[src/rtl/orpheus_pkg.sv]
// orpheus_pkg: shared constants and types for the oscillator phase front end.
// Contents:
//   ACC_W / ANGLE_W       default accumulator and angle widths
//   angle_t / phase_t     signed angle and unsigned phase types
//   glide_state_t         increment state machine encoding
//   LFSR_SEED / LFSR_TAPS dither generator constants
//   lfsr16_next()         one step of the dither LFSR
package orpheus_pkg;

  localparam int ACC_W   = 32;
  localparam int ANGLE_W = 16;

  typedef logic signed [ANGLE_W-1:0] angle_t;
  typedef logic        [ACC_W-1:0]   phase_t;

  typedef enum logic [0:0] {
    STEADY = 1'b0,
    GLIDE  = 1'b1
  } glide_state_t;

  // x^16 + x^14 + x^13 + x^11 + 1, Fibonacci form, feedback shifted in at bit 0.
  localparam logic [15:0] LFSR_SEED = 16'hACE1;
  localparam logic [15:0] LFSR_TAPS = 16'hB400;

  function automatic logic [15:0] lfsr16_next(input logic [15:0] s);
    return {s[14:0], ^(s & LFSR_TAPS)};
  endfunction

endpackage

[src/rtl/orpheus_lfsr16.sv]
// orpheus_lfsr16: 16-bit maximal-length LFSR used as the angle dither source.
// Ports:
//   clk     system clock
//   rst     synchronous active-high reset, loads LFSR_SEED
//   enable  advance one step on this cycle
//   state   current LFSR contents
module orpheus_lfsr16
  import orpheus_pkg::*;
(
  input  logic        clk,
  input  logic        rst,
  input  logic        enable,
  output logic [15:0] state
);

  logic [15:0] state_reg;

  always_ff @(posedge clk) begin
    if (rst) begin
      state_reg <= LFSR_SEED;
    end else if (enable) begin
      state_reg <= lfsr16_next(state_reg);
    end
  end

  assign state = state_reg;

endmodule

[src/rtl/orpheus_phase_acc.sv]
// orpheus_phase_acc: phase accumulator feeding the combinational sine stage.
// Once per sample tick the phase advances by the current increment; the top
// ANGLE_W bits are presented as a signed angle (-pi..pi) through a
// valid/ready output register with a sticky overrun flag. An optional linear
// glide walks the increment toward a newly loaded tuning word.
//
// Build option: define ORPHEUS_PHASE_DITHER_EN to add LFSR dither to the
// truncated fraction before the angle is taken (saturating at +pi).
//
// Ports:
//   i_clk, i_rst      clock, synchronous active-high reset
//   i_sample_tick     one-cycle strobe per audio sample
//   i_freq_word       tuning word (phase increment per sample)
//   i_freq_load       latch i_freq_word as the new target increment
//   i_phase_reset     zero the accumulator (sync / note-on)
//   o_angle           signed angle to the sine stage
//   o_angle_valid     o_angle holds an unconsumed sample
//   i_angle_ready     downstream accepts o_angle
//   o_overrun         sticky: a sample was overwritten before acceptance
//   i_overrun_clr     clear o_overrun
module orpheus_phase_acc
  import orpheus_pkg::*;
#(
  parameter int               ACC_W      = orpheus_pkg::ACC_W,
  parameter int               ANGLE_W    = orpheus_pkg::ANGLE_W,
  parameter logic [ACC_W-1:0] GLIDE_STEP = '0
) (
  input  logic                      i_clk,
  input  logic                      i_rst,
  input  logic                      i_sample_tick,
  input  logic [ACC_W-1:0]          i_freq_word,
  input  logic                      i_freq_load,
  input  logic                      i_phase_reset,
  output logic signed [ANGLE_W-1:0] o_angle,
  output logic                      o_angle_valid,
  input  logic                      i_angle_ready,
  output logic                      o_overrun,
  input  logic                      i_overrun_clr
);

  glide_state_t       state_reg, state_next;
  logic [ACC_W-1:0]   acc_reg, acc_next;
  logic [ACC_W-1:0]   inc_reg, inc_next;
  logic [ACC_W-1:0]   target_reg, target_next;
  logic [ANGLE_W-1:0] angle_reg, angle_next;
  logic               valid_reg, valid_next;
  logic               overrun_reg, overrun_next;

  logic [ACC_W-1:0]   acc_base;
  logic [ACC_W-1:0]   acc_sum;
  logic [ACC_W-1:0]   inc_stepped;
  logic [ANGLE_W-1:0] angle_new;
  logic               accept;

  // The tick always uses the increment as it stood before this edge.
  assign acc_base = i_phase_reset ? '0 : acc_reg;
  assign acc_sum  = acc_base + inc_reg;
  assign accept   = i_angle_ready && valid_reg;

  // One glide step: move toward target by at most GLIDE_STEP. Comparing the
  // remaining distance first keeps the unsigned arithmetic from overshooting
  // or wrapping.
  always_comb begin
    inc_stepped = target_reg;
    if (target_reg > inc_reg) begin
      if ((target_reg - inc_reg) > GLIDE_STEP) begin
        inc_stepped = inc_reg + GLIDE_STEP;
      end
    end else if ((inc_reg - target_reg) > GLIDE_STEP) begin
      inc_stepped = inc_reg - GLIDE_STEP;
    end
  end

  // Increment / glide state machine. A load takes priority over stepping, so
  // a load coinciding with a tick starts gliding on the following tick.
  always_comb begin
    state_next  = state_reg;
    inc_next    = inc_reg;
    target_next = target_reg;
    if (i_freq_load) begin
      target_next = i_freq_word;
      if (GLIDE_STEP == '0) begin
        inc_next   = i_freq_word;
        state_next = STEADY;
      end else begin
        state_next = (i_freq_word != inc_reg) ? GLIDE : STEADY;
      end
    end else if (i_sample_tick && (state_reg == GLIDE)) begin
      inc_next   = inc_stepped;
      state_next = (inc_stepped == target_reg) ? STEADY : GLIDE;
    end
  end

`ifdef ORPHEUS_PHASE_DITHER_EN
  localparam int FRAC_W = ACC_W - ANGLE_W;

  logic [15:0]        lfsr_state;
  logic [ACC_W-1:0]   dither_sum;
  logic [ANGLE_W-1:0] angle_trunc;
  logic [ANGLE_W-1:0] angle_dith;

  orpheus_lfsr16 u_lfsr (
    .clk    (i_clk),
    .rst    (i_rst),
    .enable (i_sample_tick),
    .state  (lfsr_state)
  );

  // Dither occupies the fraction bits only; the top LFSR bits are used.
  always_comb begin
    dither_sum  = acc_sum + {{ANGLE_W{1'b0}}, lfsr_state[15 -: FRAC_W]};
    angle_trunc = acc_sum[ACC_W-1 -: ANGLE_W];
    angle_dith  = dither_sum[ACC_W-1 -: ANGLE_W];
    // A carry out of +max would flip the angle to -pi; hold at +max instead.
    if ((angle_trunc == {1'b0, {(ANGLE_W-1){1'b1}}}) && angle_dith[ANGLE_W-1]) begin
      angle_new = angle_trunc;
    end else begin
      angle_new = angle_dith;
    end
  end
`else
  assign angle_new = acc_sum[ACC_W-1 -: ANGLE_W];
`endif

  // Accumulator and output register.
  always_comb begin
    acc_next     = acc_reg;
    angle_next   = angle_reg;
    valid_next   = valid_reg;
    overrun_next = overrun_reg;
    if (i_overrun_clr) begin
      overrun_next = 1'b0;
    end
    if (i_sample_tick) begin
      acc_next   = acc_sum;
      angle_next = angle_new;
      valid_next = 1'b1;
      // Overwriting an unaccepted sample; wins over a simultaneous clear.
      if (valid_reg && !i_angle_ready) begin
        overrun_next = 1'b1;
      end
    end else begin
      if (i_phase_reset) begin
        acc_next = '0;
      end
      if (accept) begin
        valid_next = 1'b0;
      end
    end
  end

  always_ff @(posedge i_clk) begin
    if (i_rst) begin
      state_reg   <= STEADY;
      acc_reg     <= '0;
      inc_reg     <= '0;
      target_reg  <= '0;
      angle_reg   <= '0;
      valid_reg   <= 1'b0;
      overrun_reg <= 1'b0;
    end else begin
      state_reg   <= state_next;
      acc_reg     <= acc_next;
      inc_reg     <= inc_next;
      target_reg  <= target_next;
      angle_reg   <= angle_next;
      valid_reg   <= valid_next;
      overrun_reg <= overrun_next;
    end
  end

  assign o_angle       = angle_reg;
  assign o_angle_valid = valid_reg;
  assign o_overrun     = overrun_reg;

endmodule
[config.mk]
export PLATFORM = sky130hd
export DESIGN_NAME = orpheus_phase_acc
export DESIGN_NICKNAME = d
export VERILOG_FILES = /design/src/rtl/orpheus_pkg.sv /design/src/rtl/orpheus_lfsr16.sv /design/src/rtl/orpheus_phase_acc.sv
export SDC_FILE = /design/constraint.sdc
export NUM_CORES = 1
export LEC_CHECK = 0
export CAP_MARGIN = 20
export CORE_ASPECT_RATIO = 1.1
export CORE_MARGIN = 2
export CORE_UTILIZATION = 51
export CTS_BUF_LIST = sky130_fd_sc_hd__clkbuf_8
export DETAILED_ROUTE_END_ITERATION = 8
export PLACE_DENSITY_LB_ADDON = 0.05
export SYNTH_ARGS = -nofsm -noshare
export SYNTH_HDL_FRONTEND = slang
export SYNTH_SLANG_ARGS = --single-unit
[constraint.sdc]
create_clock -name i_clk -period 7.7 [get_ports i_clk]
set_clock_uncertainty 0.2 [all_clocks]
set_input_delay 1.54 -clock i_clk [delete_from_list [all_inputs] [get_ports i_clk]]
set_output_delay 1.54 -clock i_clk [all_outputs]
set_load 0.05 [all_outputs]
After elaboration in Yosys (flattened, before gate mapping)
Cells that the tools add are included.
- equal/unequal tests: 1
- add/subtract/negate cells: 3
- muxes and demuxes: 13
- reduce and logical (&&, ||, !) cells: 7
- $lt $le $gt $ge: 3
- operators with widths (kind ; number):
    two-way mux 32 bit ; 7
    > comparator 32 x 1 -> 1 bit (second input constant) ; 2
    subtractor 32 bit ; 2
    adder 32 bit ; 1
    equality test 32 bit ; 1
    > comparator 32 bit ; 1
    two-way mux 1 bit ; 6
    nonzero test 2 bit ; 2
    logical AND 1 bit ; 3
    OR reduction 2 bit ; 1
    logical NOT 1 bit ; 1
- logic and storage cells: 34
- output and inout bits: 18
- flip-flop bits (word level): 115

Logic depth before layout (Yosys ltp)
Gate-level depths: netlist (run 1).
- depth in word-level cells: 6
- mapped depth: 17

Worst setup path after synthesis (run 1)
Ideal clock, no wire load.
- path type: in2reg
- start: input port i_phase_reset
- end: register acc_reg[30]
- required time: 7.385 ns
- path buffers: 1
- library setup time: 0.115 ns
- arrival: 4.470 ns
- stages on the path: 16
- setup slack: 2.915 ns
- cell sequence: clkbuf_1 nor2b_1 ha_1 inv_1 fa_1 nor2b_1 o21ai_0 a21boi_0 o21ai_0 a21oi_1 o31ai_1 o211ai_1 a311oi_1 a21oi_1 mux2i_1 a21bo_2
- longest elaborated chain between the ends: 3
- RTL lines (item ; RTL line ; text):
    start, declared ; orpheus_phase_acc.sv:33 ; input logic i_phase_reset,
    two-way mux 32 bit (*) ; n/a ;
    adder 32 bit ; orpheus_phase_acc.sv:57 ; assign acc_sum = acc_base + inc_reg;
    two-way mux 32 bit (*) ; orpheus_phase_acc.sv:134 ; if (i_sample_tick) begin
    end signal, assigned ; orpheus_phase_acc.sv:163 ; acc_reg <= acc_next;
    end, declared ; orpheus_phase_acc.sv:42 ; logic [ACC_W-1:0] acc_reg, acc_next;
Mark *: on every way between the ends. The rest lies on a longest branch, timed or not.
A chain may end at the register's enable or synchronous reset.

Final worst setup path (run 1)
- start: register inc_reg[22]
- end: register inc_reg[11]
- longest elaborated chain between the ends: 6
- elaborated cells between the ends (all ways): 10
- RTL lines (item ; RTL line ; text):
    start, declared ; orpheus_phase_acc.sv:43 ; logic [ACC_W-1:0] inc_reg, inc_next;
    start signal, assigned ; orpheus_phase_acc.sv:164 ; inc_reg <= inc_next;
    subtractor 32 bit, on equally long branches ; orpheus_phase_acc.sv:69, orpheus_phase_acc.sv:66 ;
    > comparator 32 x 1 -> 1 bit, on equally long branches ; orpheus_phase_acc.sv:69, orpheus_phase_acc.sv:66 ;
    two-way mux 32 bit, on equally long branches ; orpheus_phase_acc.sv:69, orpheus_phase_acc.sv:66 ;
    two-way mux 32 bit (*) ; orpheus_phase_acc.sv:65 ; if (target_reg > inc_reg) begin
    two-way mux 32 bit (*) ; orpheus_phase_acc.sv:88 ; end else if (i_sample_tick && (state_reg == GLIDE)) begin
    two-way mux 32 bit (*) ; orpheus_phase_acc.sv:80 ; if (i_freq_load) begin
Mark *: on every way between the ends. The rest lies on a longest branch, timed or not. The select of a mux whose other input is x is not followed.

==> summary.txt, run 1 <==
Placed design
  – Placed cell count: 1809
  – Area after DPL: roughly 12000 um2
  – Post-DP HPWL: around 33 mm
  – Port Buf Inserts: 56
  – RD Place Congestion: 1.017
  – Post-Place Setup Slack: ~1.7 ns

Critical path
  – Critical-path top delay cell: ha_1
  – Buf/Inv on CP: 1
  – Crit Path Max Fanout: 19
  – Startpoint Class: flip-flop
  – CP Capture Type: flip-flop
  – Worst Path Required: 7.78 ns
  – Top delay family on crit path: simple AND/OR/NAND/NOR gates
  – WP data arrival: 5.61 ns
  – WS Path Type: reg2reg
  – Crit path cell chain: inv_1 -> ha_1 -> nand4_2 -> or3_1 -> o211a_1 -> a31o_1 -> or3b_2 -> nor4_1 -> and4bb_1 -> nand4_1 -> o2bb2a_2 -> mux2i_1 -> o22ai_1
  – Slowest Stage Delay on Critical Path: 0.73 ns

Floorplanning
  – Initial core utilization: slightly above 50%
  – Core Box Area: 22710 um2
  – Die extent in x: 148.5 um
  – Rows: 58
  – Die area: 24200 um2
  – I/O Pins: 57
  – Die height: 162.9 um

Timing
  – Sum of negative setup slack: 0 ns
  – Max-slew violations: 0
  – Setup ws final: 2.171 ns
  – Slew Limit Headroom: 25.54%
  – Final min period: 5.529 ns
  – Hold Slack: between 0.2 and 0.25 ns
  – RSZ-0062 raised after global routing: no
  – Tcrit/Tclk final: between 70% and 80%
  – Slew @ Worst Pin: 1.107 ns
  – Fmax: 0.1809 GHz
  – Final setup fails: 0
  – Final Hold Viols: 0

Detailed routing
  – TritonRoute pass-1 iters: 5
  – Vias per cell: roughly 6.4
  – ANT nets after route: 0
  – Routed len/inst: 22.46 um
  – Final wirelength: between 40 and 50 mm
  – DR vias: 11820
  – Detailed-route DRC error count: 0
  – Initial drt markers: 980

Pwr
  – Lkg Pwr: 5.213 nW
  – VDD IR-drop max: ~0.11 mV
  – PD cells: between 150 and 200 nW/um2
  – Total power: around 2.2 mW

Yosys
  – #FFs+latches synth: 115
  – Cells after Synth: 1521
  – Synth unique cells: around 100
  – Post-synth EDFFs: 0
  – Top_reg_cell synth: dfxtp_1
  – Syn nets: roughly 1700
  – Async set-reset flop share out of synthesis: 0%
  – Yosys Warn Count: 0
  – Average size of a mapped cell: 7.701 um2
  – Register area share after synthesis: 19.66%
  – Synthesized area: ~12000 um2

Finish
  – Fin area: 12670 um2
  – Layout cells sized above 1: 6.494%
  – Final std cells w/o fill: 1840
  – Layout area overhead: 8.173%
  – Fin util: 55.78%
  – Ant diodes: 0
  – Most common cell after layout, fill and taps aside: nor2_1
  – Fin nets: 1662
  – Most frequent cells in the layout: nor2_1 (129), nand2_1 (118), a21oi_1 (116)

Global routing
  – Gr usage total: between 30% and 40%
  – Initial antenna violation count: 0
  – Vias in the first global route: 11260
  – First-pass GRT wire length: 63.96 mm
  – Total grt overflow: 0
  – Largest net degree at the start of global routing: 62

CTS
  – CTS sink cnt: 115
  – CTS resizes: 0
  – H-tree lvl count: 4
  – Clk pin slew, worst setup/hold paths: 0.08 ns
  – CTS tree: done
  – Root Driver: clkbuf_8
  – Post-CTS Setup Bufs: 0
  – Hold_buf cts: 0
  – Worst skew pair latency: 0.44 ns
  – CTS Buf Count: 17
  – Max Buffers Root-to-Sink: 2

Job
  – Maxcap violations: 0

Outcome
  – Result of the run: finished, final reports clean

Worst hold path
  – Hold WC Path Type: reg2reg
[cells by family (layout without fill, tap and decap cells)]
logic type | count (synthesis) | count (layout) | synth area share, %
AO/OA/AOI/OAI | 474 | 474 | 28.38
XOR/XNOR | 79 | 79 | 5.907
flip-flops | 115 | 115 | 19.66
AND/OR/NAND/NOR | 515 | 515 | 23.09
multiplexers | 72 | 72 | 6.196
adder cells (fa/ha/maj) | 95 | 95 | 10.21
buffers and inverters | 171 | 190 | 6.559
[worst reg2reg max path: cells and delay by family, from the launching register on]
family                   cells  cell delay (ns)
AO/OA/AOI/OAI                4             1.02
adder cells (fa/ha/maj)      1             0.73
buffers and inverters        1             0.08
flip-flops                   1             0.52
multiplexers                 1             0.27
AND/OR/NAND/NOR              6             2.54
[metal layers]
metal	share of wire (%)	global-route usage (%)
met2	46	57.28
met5	0	0
met4	6.4	19.13
met1	42	42.92
met3	5.0	2.997
[Yosys cell counts, types with 21 or more instances]
cell type	n	area share (%)
xnor2_1	61	4.6
clkbuf_1	35	1.1
nor2_1	130	4.2
inv_1	92	2.9
nor4_1	25	1.3
o21a_1	30	1.9
a21oi_1	116	5.0
nand2_1	118	3.8
dfxtp_1	115	20
o21ai_0	58	2.5
o211ai_1	23	1.5
nor3_1	25	1.1
ha_1	94	10
a22oi_1	21	1.3
nand3_1	31	1.3
o22ai_1	23	1.2
nand4_1	34	1.8
mux2i_1	68	5.8
a21o_1	24	1.5
nor2b_1	40	2.1
[report_power, final]
| part | switching, mW | internal, mW |
|---|---|---|
| Combinational | 0.634 | 0.346 |
| Sequential | 0.0445 | 0.627 |
| Clock | 0.262 | 0.284 |
[area by class of cell]
class                      count  area (um2)
clock buffer                  17       234.0
clock inverter                14       140.1
fill                        2229       10040
inverter                      93       349.1
multi-input combinational   1235        8645
sequential                   115        2302
tap                          300       375.4
timing repair buffer          66       624.3
[final timing paths]
check	startpoint	end	slack, ns	depth (start not counted)
worst max-delay path	inc_reg[22]	inc_reg[11]	2.17	13
worst min-delay path	o_angle[10]	o_angle[10]	0.25	2
worst max register to register	inc_reg[22]	inc_reg[11]	2.17	13
worst min register to register	o_angle[10]	o_angle[10]	0.25	2
Note: power is estimated with default switching activity, not from simulation.
==> inputs of run 2 (changes only) <==
- clock period: 7.7 -> 5.1 ns (I/O delays scaled with it)
==> run 2 against run 1 <==
Sequential share of layout area down 0.76 points; final area up 4.3%; sequential power up 49%; flip-flop and latch count unchanged; routed wire length up 3.3%; global-route usage up 1.3 points; power up 60%; maximum frequency up 14%; critical path type unchanged; highest routed layer is now met5.
==> summary.txt, run 2 (synthesis results as in run 1) <==
Outcome
  – Result of the run: finished, final reports clean

Floorplanning
  – Rows: 58 (unchanged)
  – Die extent in x: 148.5 um (unchanged)
  – I/O Pins: 57 (unchanged)
  – Die area: 24200 um2 (unchanged)
  – Die height: 162.9 um (unchanged)
  – Core Box Area: 22710 um2 (unchanged)
  – Initial core utilization: 51.56% (unchanged)

Pwr
  – Clock share of power: 26.9% (+2.0 points)
  – Cell-internal power: 2.081 mW (+65%)
  – Total power: 3.523 mW (+60%)
  – Reg power frac: 28.4% (-2.2 points)
  – Sw Share: 40.95% (-1.8 points)
  – NetSw: 1.443 mW (+53%)
  – PD cells: 266.5 nW/um2 (+54%)
  – Lkg Pwr: 5.534 nW (+6.1%)
  – VDD IR-drop max: 0.2289 mV (+110%)
  – Comb power frac: 44.7% (about the same)

Detailed routing
  – Routed len/inst: 22.47 um (about the same)
  – Final wirelength: 42.69 mm (+3.3%)
  – DR vias: 12060 (+2.1%)
  – TritonRoute pass-1 iters: 5 (unchanged)
  – Vias per cell: 6.349 (-1.1%)
  – Detailed-route DRC error count: 0 (unchanged)
  – ANT nets after route: 0 (unchanged)
  – Initial drt markers: 1261 (+29%)

CTS
  – H-tree lvl count: 4 (unchanged)
  – Worst skew pair latency: 0.44 ns (about the same)
  – Hold_buf cts: 0 (unchanged)
  – CTS Buf Count: 17 (unchanged)
  – Clk pin slew, worst setup/hold paths: 0.07 ns (about the same)
  – Root Driver: clkbuf_8
  – CTS resizes: 0 (unchanged)
  – Max Buffers Root-to-Sink: 2 (unchanged)
  – CTS sink cnt: 115 (unchanged)
  – CTS tree: done
  – Post-CTS Setup Bufs: 0 (unchanged)

Finish
  – Fin nets: 1721 (+3.5%)
  – Most frequent cells in the layout: nor2_1 (130), nand2_1 (118), a21oi_1 (116)
  – Most common cell after layout, fill and taps aside: nor2_1
  – Ant diodes: 0 (unchanged)
  – Layout area overhead: 12.87%
  – Final std cells w/o fill: 1900 (+3.3%)
  – Layout cells sized above 1: 10.00% (+3.5 points)
  – Final-layout fill cell count: 2174 (-2.5%)
  – Fin util: 58.20% (+2.4 points)

Timing
  – Tcrit/Tclk final: 94.87% (+23 points)
  – Hold Slack: 0.2437 ns (-0.004164 ns)
  – Slew @ Worst Pin: 0.9906 ns (-0.1162 ns)
  – Max-slew violations: 0 (unchanged)
  – Setup ws final: 0.2615 ns (-1.909 ns)
  – RSZ-0062 raised after global routing: no
  – Final Hold Viols: 0 (unchanged)
  – Final min period: 4.838 ns (-0.6907 ns)
  – Final setup fails: 0 (unchanged)
  – Fmax: 0.2067 GHz (+14%)
  – Slew Limit Headroom: 33.35% (+7.8 points)

Placed design
  – Post-DP HPWL: 34.33 mm (+5.4%)
  – RD Place Congestion: 1.062 (+4.5%)
  – Port Buf Inserts: 56 (unchanged)
  – Post-Place Setup Slack: -0.01958 ns (-1.685 ns)
  – Placed cell count: 1868 (+3.3%)

Global routing
  – Largest net degree at the start of global routing: 75 (+21%)
  – Initial antenna violation count: 1 (+1)
  – Vias in the first global route: 11480 (+2.0%)
  – Gr usage total: 35.39% (+1.3 points)
  – Total grt overflow: 0 (unchanged)
  – First-pass GRT wire length: 65.98 mm (+3.1%)

Critical path
  – Top delay family on crit path: simple AND/OR/NAND/NOR gates
  – Worst r2r path cells: 14 (+1)
  – WS Path Type: reg2reg
  – Crit Path Max Fanout: 16 (-3)
  – Critical-path top delay cell: or4b_1
  – Worst Path Required: 5.18 ns (-2.60 ns)
  – Startpoint Class: flip-flop
  – Slowest Stage Delay on Critical Path: 0.61 ns (-0.12 ns)
  – WP data arrival: 4.92 ns (-0.69 ns)
  – CP Capture Type: flip-flop
  – Buf/Inv on CP: 2 (+1)
  – Crit path cell chain: inv_1 -> ha_1 -> nand4_1 -> nor2_2 -> o211ai_1 -> and3_1 -> o31a_1 -> xor2_1 -> nand3_1 -> or4b_1 -> o32a_1 -> buf_12 -> o21ai_0 -> a311oi_1
  – Levels on crit path: 14 (+1)

Worst hold path
  – Hold path depth: 2 (unchanged)
  – Hold WC Path Type: reg2reg

Job
  – Maxcap violations: 0 (unchanged)
## run 2: cell count changes in the layout (fill, tap and decap cells not counted), sizes merged
cell and delta:
clkbuf +2, inv -1, clkinvlp +3, bufinv +2
buf +59, clkinv -5
## run 2: tightest hold or removal path, delay by kind of cell (launching register included)
kind	cells	cell delay (ns)
DFF	1	0.31
and+or+nand+nor	2	0.09
## run 2: power by group through the flow
stage               clock network (mW)  logic (mW)  registers [mW]
finish                           0.946        1.57            1.00
global route                     0.998        1.68            1.01
CTS                              0.964        1.53            1.00
detailed placement                   0        1.52            1.02
global placement                     0        1.52            1.02
floorplan                            0        1.02            1.03
## run 2: final timing paths
path / from / to / slack (ns)
setup / recovery: inc_reg[15] / inc_reg[4] / 0.26
setup reg to reg: inc_reg[15] / inc_reg[4] / 0.26
hold / removal: o_angle[10] / o_angle[10] / 0.24
hold reg to reg: o_angle[10] / o_angle[10] / 0.24
## run 2: layout make-up
class / count / area (um2) / share of cell area (%)
well taps: 300 / 375.4 / 2.839
clock buffers: 19 / 261.5 / 1.978
flip-flops and latches: 115 / 2302 / 17.41
inverters: 93 / 349.1 / 2.641
multi-input cells: 1235 / 8642 / 65.37
clock inverters: 13 / 181.4 / 1.372
repair buffers: 125 / 1109 / 8.385
## run 2: through the flow
step | cell area (um2) | TNS [ns]
3_3_place_gp | 12780 | 0
3_5_place_dp | 12780 | -0.01958
4_1_cts | 13220 | 0
2_1_floorplan | 11710 | 0
6_report | 13220 | 0
5_1_grt | 13220 | 0
## run 2: metal layers
| layer | GRT usage [%] | share of wire, % | vias to the layer above |
|---|---|---|---|
| met5 | 0 | 0.026 | - |
| met4 | 19.39 | 6.1 | 2 |
| met3 | 4.370 | 5.9 | 134 |
| met2 | 58.73 | 46 | 539 |
| met1 | 44.64 | 42 | 5631 |
| li1 | - | - | 5758 |
